## config.mk

```make
export PLATFORM = sky130hd
export DESIGN_NAME = uart_rx_core
export DESIGN_NICKNAME = d
export VERILOG_FILES = /design/src/rtl/uart_rx_core.sv
export SDC_FILE = /design/constraint.sdc
export NUM_CORES = 1
export LEC_CHECK = 0
export BUFFER_PORTS_ARGS = -buffer_cell sky130_fd_sc_hd__buf_2
export CAP_MARGIN = 40
export CORE_MARGIN = 4
export CORE_UTILIZATION = 55
export CTS_CLUSTER_DIAMETER = 30
export DETAILED_ROUTE_END_ITERATION = 10
export HOLD_SLACK_MARGIN = 0.06
export PLACE_DENSITY = 0.71
export SLEW_MARGIN = 20
export SYNTH_ARGS = -nofsm -noshare
export SYNTH_HDL_FRONTEND = slang
export SYNTH_SLANG_ARGS = --single-unit
```

## constraint.sdc

```tcl
create_clock -name clk -period 3.1 [get_ports clk]
set_input_delay 0.155 -clock clk [delete_from_list [all_inputs] [get_ports clk]]
set_output_delay 0.155 -clock clk [all_outputs]
set_load 0.01 [all_outputs]
```

## src/rtl/uart_rx_core.sv

```systemverilog
// UART receiver: 16x oversampled 8N1 framing into a show-ahead receive FIFO.
// Optional even parity bit is compiled in with `define UART_RX_PARITY_EN.
module uart_rx_core #(
  parameter int TICK_DIVISOR    = 54,
  parameter int FIFO_ADDR_WIDTH = 4
) (
  input  logic       clk,
  input  logic       reset,
  input  logic       rx,
  input  logic       read_request,
  output logic [7:0] data_out,
  output logic       data_available,
  output logic       fifo_full,
  output logic       busy,
  output logic       framing_error,
  output logic       overrun_error,
  output logic       parity_error,
  output logic [2:0] state_dbg
);

  localparam int TW    = (TICK_DIVISOR > 1) ? $clog2(TICK_DIVISOR) : 1;
  localparam int DEPTH = 1 << FIFO_ADDR_WIDTH;
  localparam int PW    = FIFO_ADDR_WIDTH + 1;

  typedef enum logic [2:0] {
    S_IDLE   = 3'd0,
    S_START  = 3'd1,
    S_DATA   = 3'd2,
`ifdef UART_RX_PARITY_EN
    S_PARITY = 3'd3,
`endif
    S_STOP   = 3'd4
  } state_e;

  logic          sync_q, rx_s_q;
  logic [TW-1:0] tick_cnt_q, tick_cnt_d;
  logic          tick;
  state_e        state_q, state_d;
  logic [3:0]    s_q, s_d;
  logic [2:0]    n_q, n_d;
  logic [7:0]    shreg_q, shreg_d;
  logic          push_q, push_d;
  logic [7:0]    push_byte_q, push_byte_d;
  logic          ferr_q, ferr_d;
  logic          oerr_q, oerr_d;
  logic          req_q, req_prev_q;
  logic [PW-1:0] wr_ptr_q, wr_ptr_d, rd_ptr_q, rd_ptr_d;
  logic [7:0]    mem_q [DEPTH];
  logic          empty, full, pop;
`ifdef UART_RX_PARITY_EN
  logic          par_q, par_d;
  logic          perr_q, perr_d;
`endif

  assign tick  = (tick_cnt_q == TW'(TICK_DIVISOR - 1));
  assign empty = (wr_ptr_q == rd_ptr_q);
  assign full  = (wr_ptr_q[PW-1] != rd_ptr_q[PW-1]) &&
                 (wr_ptr_q[PW-2:0] == rd_ptr_q[PW-2:0]);
  // Read handshake: every level change of read_request is one pop request;
  // a request while the FIFO is empty is dropped.
  assign pop   = (req_q ^ req_prev_q) && !empty;

  always_comb begin
    state_d     = state_q;
    s_d         = s_q;
    n_d         = n_q;
    shreg_d     = shreg_q;
    push_d      = 1'b0;
    push_byte_d = push_byte_q;
    ferr_d      = 1'b0;
    oerr_d      = 1'b0;
    tick_cnt_d  = tick ? '0 : tick_cnt_q + TW'(1);
`ifdef UART_RX_PARITY_EN
    par_d       = par_q;
    perr_d      = 1'b0;
`endif
    case (state_q)
      S_IDLE: begin
        if (!rx_s_q) begin
          state_d = S_START;
          s_d     = 4'd0;
        end
      end
      S_START: begin
        if (tick) begin
          s_d = s_q + 4'd1;
          if (s_q == 4'd7) begin
            s_d = 4'd0;
            n_d = 3'd0;
            state_d = rx_s_q ? S_IDLE : S_DATA;
          end
        end
      end
      S_DATA: begin
        if (tick) begin
          s_d = s_q + 4'd1;
          if (s_q == 4'd15) begin
            shreg_d = {rx_s_q, shreg_q[7:1]};
            n_d     = n_q + 3'd1;
            if (n_q == 3'd7) begin
`ifdef UART_RX_PARITY_EN
              state_d = S_PARITY;
`else
              state_d = S_STOP;
`endif
            end
          end
        end
      end
`ifdef UART_RX_PARITY_EN
      S_PARITY: begin
        if (tick) begin
          s_d = s_q + 4'd1;
          if (s_q == 4'd15) begin
            par_d   = rx_s_q;
            state_d = S_STOP;
          end
        end
      end
`endif
      S_STOP: begin
        if (tick) begin
          s_d = s_q + 4'd1;
          if (s_q == 4'd15) begin
            state_d = S_IDLE;
            if (!rx_s_q) begin
              ferr_d = 1'b1;
`ifdef UART_RX_PARITY_EN
            end else if ((^shreg_q) != par_q) begin
              perr_d = 1'b1;
`endif
            // A pop in this same cycle frees the slot the new byte needs.
            end else if (full && !pop) begin
              oerr_d = 1'b1;
            end else begin
              push_d      = 1'b1;
              push_byte_d = shreg_q;
            end
          end
        end
      end
      default: state_d = S_IDLE;
    endcase
  end

  always_comb begin
    wr_ptr_d = wr_ptr_q + (push_q ? PW'(1) : PW'(0));
    rd_ptr_d = rd_ptr_q + (pop ? PW'(1) : PW'(0));
  end

  always_ff @(posedge clk or negedge reset) begin
    if (!reset) begin
      sync_q      <= 1'b1;
      rx_s_q      <= 1'b1;
      tick_cnt_q  <= '0;
      state_q     <= S_IDLE;
      s_q         <= 4'd0;
      n_q         <= 3'd0;
      shreg_q     <= 8'h00;
      push_q      <= 1'b0;
      push_byte_q <= 8'h00;
      ferr_q      <= 1'b0;
      oerr_q      <= 1'b0;
      req_q       <= 1'b0;
      req_prev_q  <= 1'b0;
      wr_ptr_q    <= '0;
      rd_ptr_q    <= '0;
`ifdef UART_RX_PARITY_EN
      par_q       <= 1'b0;
      perr_q      <= 1'b0;
`endif
    end else begin
      sync_q      <= rx;
      rx_s_q      <= sync_q;
      tick_cnt_q  <= tick_cnt_d;
      state_q     <= state_d;
      s_q         <= s_d;
      n_q         <= n_d;
      shreg_q     <= shreg_d;
      push_q      <= push_d;
      push_byte_q <= push_byte_d;
      ferr_q      <= ferr_d;
      oerr_q      <= oerr_d;
      req_q       <= read_request;
      req_prev_q  <= req_q;
      wr_ptr_q    <= wr_ptr_d;
      rd_ptr_q    <= rd_ptr_d;
`ifdef UART_RX_PARITY_EN
      par_q       <= par_d;
      perr_q      <= perr_d;
`endif
    end
  end

  // Storage needs no reset: data_out is masked while the FIFO is empty.
  always_ff @(posedge clk) begin
    if (push_q) mem_q[wr_ptr_q[PW-2:0]] <= push_byte_q;
  end

  always_comb begin
    data_out       = empty ? 8'h00 : mem_q[rd_ptr_q[PW-2:0]];
    data_available = !empty;
    fifo_full      = full;
    framing_error  = ferr_q;
    overrun_error  = oerr_q;
    state_dbg      = state_q;
    busy           = (state_q == S_DATA) || (state_q == S_STOP);
`ifdef UART_RX_PARITY_EN
    busy           = busy || (state_q == S_PARITY);
    parity_error   = perr_q;
`else
    parity_error   = 1'b0;
`endif
  end

endmodule

```

==> results.py <==
metrics = {
    "outcome": {
        "outcome": "completed",
    },
    "floorplanning": {
        "initial_core_util_pct": 56.82,
        "core_area_sq_um": 12770,
        "row_count": 41,
        "die_x_microns": 122.9,
        "die_h_microns": 122.9,
        "io_pins": 21,
        "die-area_sq_um": 15100,
    },
    "clock_network": {
        "clockBufferDepth": 2,
        "clkTransAtPathRegs_ns": 0.07,
        "clock_latency_ns": 0.42,
        "cts_root_buf": "clkbuf_16",
        "h-tree-depth": 4,
        "cts.sinks": 177,
        "cts.repair.resized": 0,
        "cts_made_buffers": 17,
        "cts_tree": "built",
    },
    "setup_path": {
        "r2r_end": "push_byte_q[1]",
        "r2r_cells": 4,
        "crit_arrival_ns": 2.56,
        "crit_start": "rd_ptr_q[0]",
        "critPathMaxStageDelay_ns": 0.58,
        "slowest_stage": "dfrtp_2",
        "endpoint": "data_out[5]",
        "crit_fanout": 16,
        "path_cells": "buf_4 -> mux4_2 -> a211oi_1 -> a211oi_1 -> buf_2",
        "cp.required_ns": 2.94,
        "cpMostUsedCell": "a211oi_1",
        "worstSetupEndpointType": "primary output",
        "r2r-start": "rd_ptr_q[3]",
        "path_class": "register to primary output",
        "worst_setup_path_start_kind": "register",
        "r2r_slack_ns": 0.80,
    },
    "place": {
        "dp_hpwl_microns": 8491,
        "numPortBuffers": 19,
        "place_area_sq_um": 7546,
        "gp_congestion": 0.8790,
    },
    "synthesis": {
        "yosysSeqAreaShare_pct": 69.88,
        "synth_edf_count": 128,
        "syn_area_per_cell_sq_um": 17.57,
        "syn_inst": 413,
        "synthesis.area_sq_um": 7258,
        "ys_warn_count": 0,
        "syn_nets": 426,
        "yosysUniqueCellTypes": 50,
        "synth-seq-cells": 177,
        "synth-main-ff-cell": "edfxtp_1",
        "async_flop_share_pct": 27.68,
    },
    "cells_and_area": {
        "fin_area_sq_um": 8184,
        "antenna_cells": 0,
        "area_growth_pct": 12.76,
        "fin_nets": 456,
        "final_layout_size_suffix_gt1_share_pct": 26.75,
        "fillerInstances": 875,
    },
    "route": {
        "drtIter0Drc": 336,
        "wl_met2_microns": 6850,
        "wl_met3_microns": 704,
        "drt-total-wl_microns": 13590,
        "postRouteAntennaNets": 0,
        "drc": 0,
        "wl_met1_microns": 5813,
        "vias": 3725,
        "drtPass1Iterations": 5,
        "viasPerCell": 5.932,
        "topRoutingLayerUsed": "met4",
        "routedWlPerCell_microns": 21.64,
    },
    "pwr": {
        "p_sw_uw": 877.1,
        "intPower_mw": 3.784,
        "clockPowerShare_pct": 45.4,
        "switching_share_pct": 18.82,
        "ir_drop_mv": 0.3630,
        "p_comb_share_pct": 0.5,
        "p_seq_share_pct": 54.1,
        "p_per_area_nw_per_um2": 569.5,
        "leakagePower_nw": 2.559,
    },
    "hold_path": {
        "hold_class": "primary input to async pin",
    },
    "grt": {
        "grt_max_degree": 35,
        "grt_pass1_wl_microns": 21210,
        "gr-total-overflow": 0,
        "grt_usage_pct": 19.50,
        "grt_pass1_vias": 3789,
        "antenna_found_initial": 0,
    },
    "timing": {
        "hold_viol_final": 0,
        "tightest_slew_ns": 0.8489,
        "setup_tns_ns": 0,
        "slew_headroom_pct": 43.19,
        "fin_crit_sh_pct": 87.71,
        "drv_slew": 0,
        "skew_ns": 0.008084,
        "fmax_ghz": 0.3678,
        "rsz0062_at_grt": "false",
        "setup_viol": 0,
        "timing.final.crit_period_ns": 2.719,
    },
    "run": {
        "cap_violations": 0,
    },
}
-- synth_stat cells (2+ instances only) --
cell type,n,area [sq um]
nand2_1,5,18.77
nor3_1,6,30.03
a22o_1,4,35.03
dfrtp_1,47,1176
nor2b_1,11,68.82
nand3_1,10,50.05
nor3b_1,2,15.01
nor2_1,23,86.33
xor2_1,5,43.79
buf_2,4,20.02
xnor2_1,11,96.34
o21ai_0,6,30.03
ha_1,9,112.6
nand4_1,2,12.51
mux2_2,19,214.0
nor4_1,4,25.02
nand2b_1,4,25.02
edfxtp_1,128,3844
a21oi_1,3,15.01
clkbuf_1,13,48.80
mux4_2,32,720.7
inv_1,7,26.28
buf_4,4,30.03
dfstp_2,2,52.55
buf_6,2,22.52
nand3b_1,2,15.01
mux2i_1,9,90.09
a211oi_1,17,127.6
-- routing by layer --
metal	vias to the layer above	global-route usage [%]
met5	-	0
met4	0	7.068
met2	111	31.67
met3	19	4.101
met1	1919	26.34
li1	1676	-
-- cell families (layout without fill, tap and decap cells) --
logic type / after synthesis / count (layout) / share of synthesized area [%]
mux: 60 / 60 / 14.12
buf+inv: 31 / 74 / 2.086
xor+xnor: 16 / 16 / 1.931
simple gates: 80 / 80 / 6.240
fa+ha+maj: 9 / 9 / 1.551
compound gates: 39 / 39 / 4.137
other cells: 1 / 1 / 0.05167
flops: 177 / 177 / 69.88
-- worst min-delay path by stage --
stage          cells after the start            end    startpoint
2_1_floorplan                      0  framing_error         reset
3_3_place_gp                       1          req_q  read_request
3_5_place_dp                       1  tick_cnt_q[4]         reset
4_1_cts                            2  tick_cnt_q[4]         reset
5_1_grt                            2  tick_cnt_q[2]         reset
6_report                           2  tick_cnt_q[4]         reset
-- through the flow --
stage	power, mW	setup WS (ns)	utilization, %	std cells	hold WS, ns
floorplan	2.572	0.9874	-	413	-0.1406
global placement	2.587	0.8451	58.92	590	0.2630
detailed placement	2.590	0.7981	59.08	591	0.1276
CTS	4.690	0.3000	63.95	626	0.2136
global route	4.805	0.1976	64.07	628	0.2683
finish	4.661	0.3809	64.07	628	0.2166
-- state kept, by name, indices dropped and copies added, names as in the netlist --
signal	count
req_q	1
req_prev_q	1
framing_error	1
shreg_q	8
overrun_error	1
state_dbg	3
tick_cnt_q	6
sync_q	1
push_q	1
rd_ptr_q	5
rx_s_q	1
s_q	4
push_byte_q	8
wr_ptr_q	5
mem_q	128
n_q	3
-- cell type report --
cell class	count	area, sq um	share of cell area (%)
Clock inverter	15	167.7	2.049
Tap cell	172	215.2	2.630
Multi-Input combinational cell	205	2041	24.94
Sequential cell	177	5074	61.99
Timing Repair Buffer	35	235.2	2.874
Clock buffer	17	425.4	5.198
Inverter	7	26.28	0.3211
-- placed cells by master, fill, tap and decap left out, types with 2 or more instances in the layout --
cell	instances
edfxtp_1	128
dfrtp_1	46
mux4_2	32
nor2_1	23
mux2_2	19
buf_2	19
a211oi_1	17
clkbuf_16	17
buf_4	12
xnor2_1	11
nor2b_1	11
nand3_1	10
mux2i_1	9
ha_1	9
inv_1	7
nor3_1	6
o21ai_0	6
xor2_1	5
nand2_1	5
nand2b_1	4
a22o_1	4
clkinvlp_4	4
nor4_1	3
a21oi_1	3
clkinv_1	3
bufinv_16	3
dlygate4sd3_1	3
nand4_1	2
nor3b_1	2
nand3b_1	2
clkinv_4	2
clkinv_2	2
dfstp_2	2
-- critical path, delay by kind of cell, from the launching register on --
kind / cells / cell delay (ns)
muxes: 1 / 0.54
DFF: 1 / 0.58
AOI/OAI and AO/OA: 2 / 0.43
buffers and inverters: 2 / 0.59
-- power by group through the flow --
stage	logic (mW)	registers, mW	clock network (mW)
after floorplan	0.00572	2.57	0
final	0.0233	2.52	2.12
after CTS	0.0244	2.52	2.15
after detailed placement	0.0214	2.57	0
after global placement	0.0180	2.57	0
after global routing	0.0274	2.52	2.26
-- what timing repair did --
action / in CTS / in global routing
setup endpoints to repair: 0 / 0
setup buffers: 0 / 0
endpoints found under the hold margin: 51 / 0
hold buffers: 3 / 0
(Power assumes the default switching activity.)
